### src/rtl/run_sequencer.sv
// run_sequencer: sequences a single program run of the 9-bit-ISA core.
// The block owns the core's reset and run-enable. It turns the bench-level
// start handshake into a clean run. The run ends on a halt instruction, on a
// PC stall (optional), or on a watchdog timeout. All outputs are registered.
// Optional feature: define RUN_SEQ_PC_STALL_EN to treat STALL_CYCLES
// consecutive unchanged-PC RUN cycles as a halt.
module run_sequencer #(
  parameter int PC_W         = 7,
  parameter int CNT_W        = 10,
  parameter int TIMEOUT      = 1000,
  parameter int STALL_CYCLES = 2
) (
  input  logic             clk,
  input  logic             reset,
  input  logic             start,
  input  logic             halt,
  input  logic [PC_W-1:0]  pc,
  output logic             core_reset,
  output logic             run_en,
  output logic             busy,
  output logic             done,
  output logic             timeout,
  output logic [CNT_W-1:0] cycle_count
);

  typedef enum logic [1:0] {
    ST_IDLE = 2'd0,
    ST_ARM  = 2'd1,
    ST_RUN  = 2'd2,
    ST_DONE = 2'd3
  } state_t;

  state_t             state_r;
  state_t             state_s;
  logic               start_q_r;
  logic               start_rise_s;
  logic               start_fall_s;
  logic               timeout_hit_s;
  logic               stall_hit_s;

  logic               core_reset_r;
  logic               run_en_r;
  logic               busy_r;
  logic               done_r;
  logic               timeout_r;
  logic [CNT_W-1:0]   cycle_count_r;

  logic               core_reset_s;
  logic               run_en_s;
  logic               busy_s;
  logic               done_s;
  logic               timeout_s;
  logic [CNT_W-1:0]   cycle_count_s;

  assign start_rise_s  = ~start_q_r & start;
  assign start_fall_s  = start_q_r & ~start;
  // Count starts at 0 in the first RUN cycle, so the last allowed cycle is TIMEOUT-1.
  assign timeout_hit_s = (cycle_count_r == CNT_W'(TIMEOUT - 1));

`ifdef RUN_SEQ_PC_STALL_EN
  localparam int STALL_W = $clog2(STALL_CYCLES + 1);
  localparam logic [STALL_W-1:0] STALL_LAST = STALL_W'(STALL_CYCLES - 1);

  logic [PC_W-1:0]    prev_pc_r;
  logic               prev_valid_r;
  logic [STALL_W-1:0] stall_cnt_r;
  logic               pc_same_s;

  // The first RUN cycle has no valid previous PC, so it never counts as a repeat.
  assign pc_same_s   = prev_valid_r & (pc == prev_pc_r);
  // This repeat brings the streak up to STALL_CYCLES.
  assign stall_hit_s = pc_same_s & (stall_cnt_r == STALL_LAST);

  // Track the previous RUN-cycle PC and the length of the current unchanged-PC streak.
  always_ff @(posedge clk) begin
    if (reset) begin
      prev_pc_r    <= '0;
      prev_valid_r <= 1'b0;
      stall_cnt_r  <= '0;
    end else if (state_s == ST_ARM) begin
      prev_pc_r    <= '0;
      prev_valid_r <= 1'b0;
      stall_cnt_r  <= '0;
    end else if (state_r == ST_RUN) begin
      prev_pc_r    <= pc;
      prev_valid_r <= 1'b1;
      if (pc_same_s) begin
        if (stall_cnt_r != {STALL_W{1'b1}}) begin
          stall_cnt_r <= stall_cnt_r + STALL_W'(1);
        end else begin
          stall_cnt_r <= stall_cnt_r;
        end
      end else begin
        stall_cnt_r <= '0;
      end
    end else begin
      prev_pc_r    <= prev_pc_r;
      prev_valid_r <= prev_valid_r;
      stall_cnt_r  <= stall_cnt_r;
    end
  end
`else
  // pc and STALL_CYCLES only feed stall detection. Fold them into a sink so
  // the disabled build has no dangling inputs.
  logic unused_stall_cfg_s;
  assign unused_stall_cfg_s = ^{pc, 32'(STALL_CYCLES)};
  assign stall_hit_s        = 1'b0;
`endif

  // State, start history and all outputs are registered here.
  always_ff @(posedge clk) begin
    if (reset) begin
      state_r       <= ST_IDLE;
      start_q_r     <= 1'b0;
      core_reset_r  <= 1'b1;
      run_en_r      <= 1'b0;
      busy_r        <= 1'b0;
      done_r        <= 1'b0;
      timeout_r     <= 1'b0;
      cycle_count_r <= '0;
    end else begin
      state_r       <= state_s;
      start_q_r     <= start;
      core_reset_r  <= core_reset_s;
      run_en_r      <= run_en_s;
      busy_r        <= busy_s;
      done_r        <= done_s;
      timeout_r     <= timeout_s;
      cycle_count_r <= cycle_count_s;
    end
  end

  // Next-state selection. RUN exits in priority order: abort, halt, stall, watchdog.
  always_comb begin
    state_s = state_r;
    case (state_r)
      ST_IDLE: begin
        if (start) state_s = ST_ARM;
        else       state_s = ST_IDLE;
      end
      ST_ARM: begin
        if (start_fall_s) state_s = ST_RUN;
        else              state_s = ST_ARM;
      end
      ST_RUN: begin
        if (start_rise_s)       state_s = ST_ARM;
        else if (halt)          state_s = ST_DONE;
        else if (stall_hit_s)   state_s = ST_DONE;
        else if (timeout_hit_s) state_s = ST_DONE;
        else                    state_s = ST_RUN;
      end
      ST_DONE: begin
        if (start_rise_s) state_s = ST_ARM;
        else              state_s = ST_DONE;
      end
      default: state_s = ST_IDLE;
    endcase
  end

  // Output values for the state being entered. They are registered alongside it.
  always_comb begin
    core_reset_s  = 1'b1;
    run_en_s      = 1'b0;
    busy_s        = 1'b0;
    done_s        = 1'b0;
    timeout_s     = 1'b0;
    cycle_count_s = cycle_count_r;
    case (state_s)
      ST_IDLE: begin
        cycle_count_s = '0;
      end
      ST_ARM: begin
        cycle_count_s = '0;
      end
      ST_RUN: begin
        core_reset_s = 1'b0;
        run_en_s     = 1'b1;
        busy_s       = 1'b1;
        if (state_r == ST_RUN) cycle_count_s = cycle_count_r + CNT_W'(1);
        else                   cycle_count_s = '0;
      end
      ST_DONE: begin
        // Keep the core out of reset so its regfile and memory can be inspected.
        core_reset_s = 1'b0;
        done_s       = 1'b1;
        // A halt or stall in the same cycle as the watchdog takes precedence.
        if (state_r == ST_RUN) timeout_s = timeout_hit_s & ~halt & ~stall_hit_s;
        else                   timeout_s = timeout_r;
      end
      default: begin
        cycle_count_s = '0;
      end
    endcase
  end

  assign core_reset  = core_reset_r;
  assign run_en      = run_en_r;
  assign busy        = busy_r;
  assign done        = done_r;
  assign timeout     = timeout_r;
  assign cycle_count = cycle_count_r;

endmodule
### config.mk
export PLATFORM = sky130hd
export DESIGN_NAME = run_sequencer
export DESIGN_NICKNAME = d
export VERILOG_FILES = /design/src/rtl/run_sequencer.sv
export SDC_FILE = /design/constraint.sdc
export NUM_CORES = 1
export LEC_CHECK = 0
export BUFFER_PORTS_ARGS = -buffer_cell sky130_fd_sc_hd__buf_2
export CAP_MARGIN = 5
export CELL_PAD_IN_SITES_DETAIL_PLACEMENT = 1
export CELL_PAD_IN_SITES_GLOBAL_PLACEMENT = 2
export CORE_AREA = 10 10 67 69
export CTS_CLUSTER_SIZE = 14
export DETAILED_ROUTE_END_ITERATION = 10
export DIE_AREA = 0 0 77 79
export PLACE_DENSITY_LB_ADDON = 0.12
export SETUP_SLACK_MARGIN = 0.2
export SYNTH_ARGS = -nofsm -noshare
export SYNTH_HDL_FRONTEND = slang
export SYNTH_SLANG_ARGS = --single-unit
### constraint.sdc
create_clock -name clk -period 1.3 [get_ports clk]
set_input_delay 0.325 -clock clk [delete_from_list [all_inputs] [get_ports clk]]
set_output_delay 0.325 -clock clk [all_outputs]
set_load 0.01 [all_outputs]
==> summary.txt <==
Outcome
  – Status: finished with violations
  – Failing checks: negative setup slack

Route
  – Initial drt markers: 10
  – DR vias: 734
  – Met2 wire length: approximately 1100 um
  – First-pass detailed-route iteration total: 5
  – Top Metal Used: met4
  – Metal3 WL: roughly 120 um
  – WL per Instance: ~13 um
  – Post-DRT Antenna Nets: 0
  – Final WL: between 2000 and 2500 um
  – DRT met1 WL: ~1100 um
  – Drt via density: 4.27
  – Drt drc: 0

Placement
  – Placer Congestion: between 0.7 and 0.8
  – Placed Area: approximately 1000 sq um
  – Dpl cells: 156
  – Detailed Place HPWL: 1560 um
  – Port Buffers: 18

Global route
  – First-pass GRT wire length: between 3000 and 4000 um
  – Largest net degree at the start of global routing: 10
  – Remaining global-route overflow: 0
  – Vias in the first global route: between 700 and 800
  – Initial antenna violation count: 0
  – GR Util All Layers: 0.0745

Synth
  – FF+latch count, synth: 17
  – Synth area leaders: dfxtp_1 (44%), xor2_1 (6.7%), nor2_1 (5.8%), buf_6 (2.9%), a31oi_4 (2.7%)
  – Asr flop ratio synth: 0
  – Seq/Total Area, Yosys: 0.437
  – Mapped Avg Cell Area: 9.87 sq um
  – Count leader, synth: dfxtp_1
  – Syn_nets: approximately 90
  – Post-synth EDFFs: 0
  – Commonest register cell after synthesis: dfxtp_1
  – Post-Syn Instances: 79
  – Synth area leader: dfxtp_1
  – Synth unique cells: 34
  – Post-Syn Area: between 700 and 800 sq um
  – Synth top area share: 0.437
  – Synth warn: 0
  – Post-synth top cells: dfxtp_1 (17), nor2_1 (12), xor2_1 (6)

Run
  – Max-cap viol count: 0

STA
  – RSZ-0062 raised after global routing: true
  – Endpoints failing setup: 5
  – Fin. Hold Viols: 0
  – Final setup margin: -0.0419 ns
  – Relative slew margins: 0.813
  – Clock Skew: approximately 0.0019 ns
  – Maximum operating frequency: between 700 and 800 MHz
  – Minimum clock period: between 1 and 1.5 ns
  – Final Cycle Share: 1.03
  – Slew @ Worst Pin: 0.280 ns
  – Slew Viols, Final: 0

Pwr
  – Switching power: 0.000220 W
  – Sequential share of power: 0.575
  – Sw Ratio: 0.242
  – IR Drop Worst-Case VDD: 0.252 mV
  – Part of the power in combinational logic: 0.104
  – Pwr per Cell Area: between 600 and 700 nW/um^2
  – Total power: roughly 0.00091 W
  – Clock share of power: 0.321
  – Static leakage: around 0.55 nW
  – Pint: approximately 0.0007 W

Critical path
  – Crit path buffers/inverters: 0
  – Crit path max-delay family: flip-flops
  – Most used cell, CP: and2_4
  – CP Max Fanout: 5
  – Critical Path, Cell by Cell: ha_4, and2_4, a31o_2, o32ai_4, and2_4
  – Worst R2R Setup Slack: -0.04 ns
  – Crit path required time: approximately 1.5 ns
  – Endpoint class of the critical path: flip-flop
  – Max stage delay on crit path: between 0.3 and 0.4 ns
  – Max stage delay cell, worst path: dfxtp_4
  – R2R depth: 5
  – R2r startpoint: cycle_count[1]
  – CP Data Arrival Time: roughly 1.6 ns
  – Critical R2R Capture: busy
  – Crit path kind: flip-flop to flip-flop
  – CP startpoint kind: flip-flop

Worst hold path
  – Hold path start: reset
  – HP Class: input pin to flip-flop
  – Hold Path End: start_q_r
  – Hold Path Depth: 2

Clocking
  – Clock Tree Buf Depth: 2
  – Clock tree sinks: 17
  – Cts hold-fix bufs: 0
  – CTS tree: built
  – Clk root buf: clkbuf_4
  – Worst skew pair latency: ~0.29 ns
  – CTS Buf Count: 3
  – Worst-path clk slew: roughly 0.1 ns
  – H-tree levels: 1

Cells and area
  – Final instance count without filler cells: between 150 and 200
  – Design Area, Final: 1360 sq um
  – # diodes: 0
  – Layout cells sized above 1: 0.651
  – NumNets Final: 139
  – Syn-to-layout area delta: 74.3%

Floorplanning
  – Rows: 21
  – Core area: 3230 sq um
  – Die ar.: 6080 sq um
  – # IOs: 26
  – Initial core utilization: 0.241
  – Die Y: slightly below 80 um
  – Die width: between 70 and 80 um
==> layer usage <==
metal  vias to the layer above  track usage
met4                         0       0.0274
met3                         2       0.0304
li1                        366            -
met2                        10        0.117
met5                         -            0
met1                       356       0.0897
==> final cells by class <==
type                       count  area, sq um
clock buffer                   4         26.3
fill                         378         1870
inverter                       3         11.3
multi-input combinational     57          478
sequential                    17          367
tap                           46         57.6
timing repair buffer          45          419
==> power groups by stage <==
stage	Combinational, W	Sequential [W]	Clock, W
3_5_place_dp	0.0000728	0.000542	0
5_1_grt	0.000101	0.000524	0.000336
2_1_floorplan	0.0000378	0.000545	0
6_report	0.0000948	0.000523	0.000292
4_1_cts	0.0000769	0.000524	0.000320
3_3_place_gp	0.0000725	0.000542	0
==> worst max path at each step <==
stage | start | end | slack, ns | cells after the start
3_5_place_dp | cycle_count[0] | cycle_count[3] | -0.01 | 5
4_1_cts | cycle_count[0] | cycle_count[3] | -0.05 | 5
3_3_place_gp | cycle_count[0] | cycle_count[3] | 0.005 | 5
5_1_grt | cycle_count[1] | cycle_count[1] | -0.12 | 5
2_1_floorplan | cycle_count[0] | cycle_count[3] | -0.08 | 6
6_report | cycle_count[1] | busy | -0.04 | 5
==> kinds of logic after synthesis <==
| group | synth area share |
|---|---|
| simple gates | 0.286 |
| flops | 0.437 |
| compound gates | 0.117 |
| xor+xnor | 0.0787 |
| buf+inv | 0.0530 |
| mux | 0.0128 |
| fa+ha+maj | 0.0160 |
==> state kept, by name, indices dropped and copies added, names as in the netlist <==
signal       count
cycle_count     10
state_r          2
busy             1
core_reset       1
done             1
start_q_r        1
timeout          1
==> layout by cell type (no fill, tap or decap), types with 2 or more instances in the layout <==
cell,Yosys,routed
buf_2,0,5
a21oi_1,3,3
inv_1,3,3
dfxtp_4,0,4
xor2_1,6,6
or2_4,1,3
nand3_2,0,2
buf_6,2,25
nand2_1,3,3
nor2_1,12,11
nor2b_1,2,2
dfxtp_2,0,9
buf_4,1,15
and2_4,1,3
nand4_1,3,3
dfxtp_1,17,4
clkbuf_4,0,3
==> repair_timing <==
action | in CTS | in global routing
resized for setup | 30 | 23
hold endpoints to repair | 0 | 0
setup endpoints to repair | 25 | 28
buffers inserted | 6 | 5
cloned | 1 | 0
pin swaps | 10 | 10
==> metrics by stage <==
| step | setup slack (ns) | util | hold slack, ns | setup TNS [ns] |
|---|---|---|---|---|
| finish | -0.0419 | 0.420 | 0.254 | -0.182 |
| global route | -0.122 | 0.420 | 0.234 | -0.653 |
| CTS | -0.0486 | 0.379 | 0.247 | -0.136 |
| detailed placement | -0.0126 | 0.320 | 0.500 | -0.0157 |
| global placement | 0.00502 | 0.320 | 0.494 | 0 |
| floorplan | -0.0764 | - | 0.392 | -0.106 |
No activity file was read; power rests on OpenSTA's default activity.
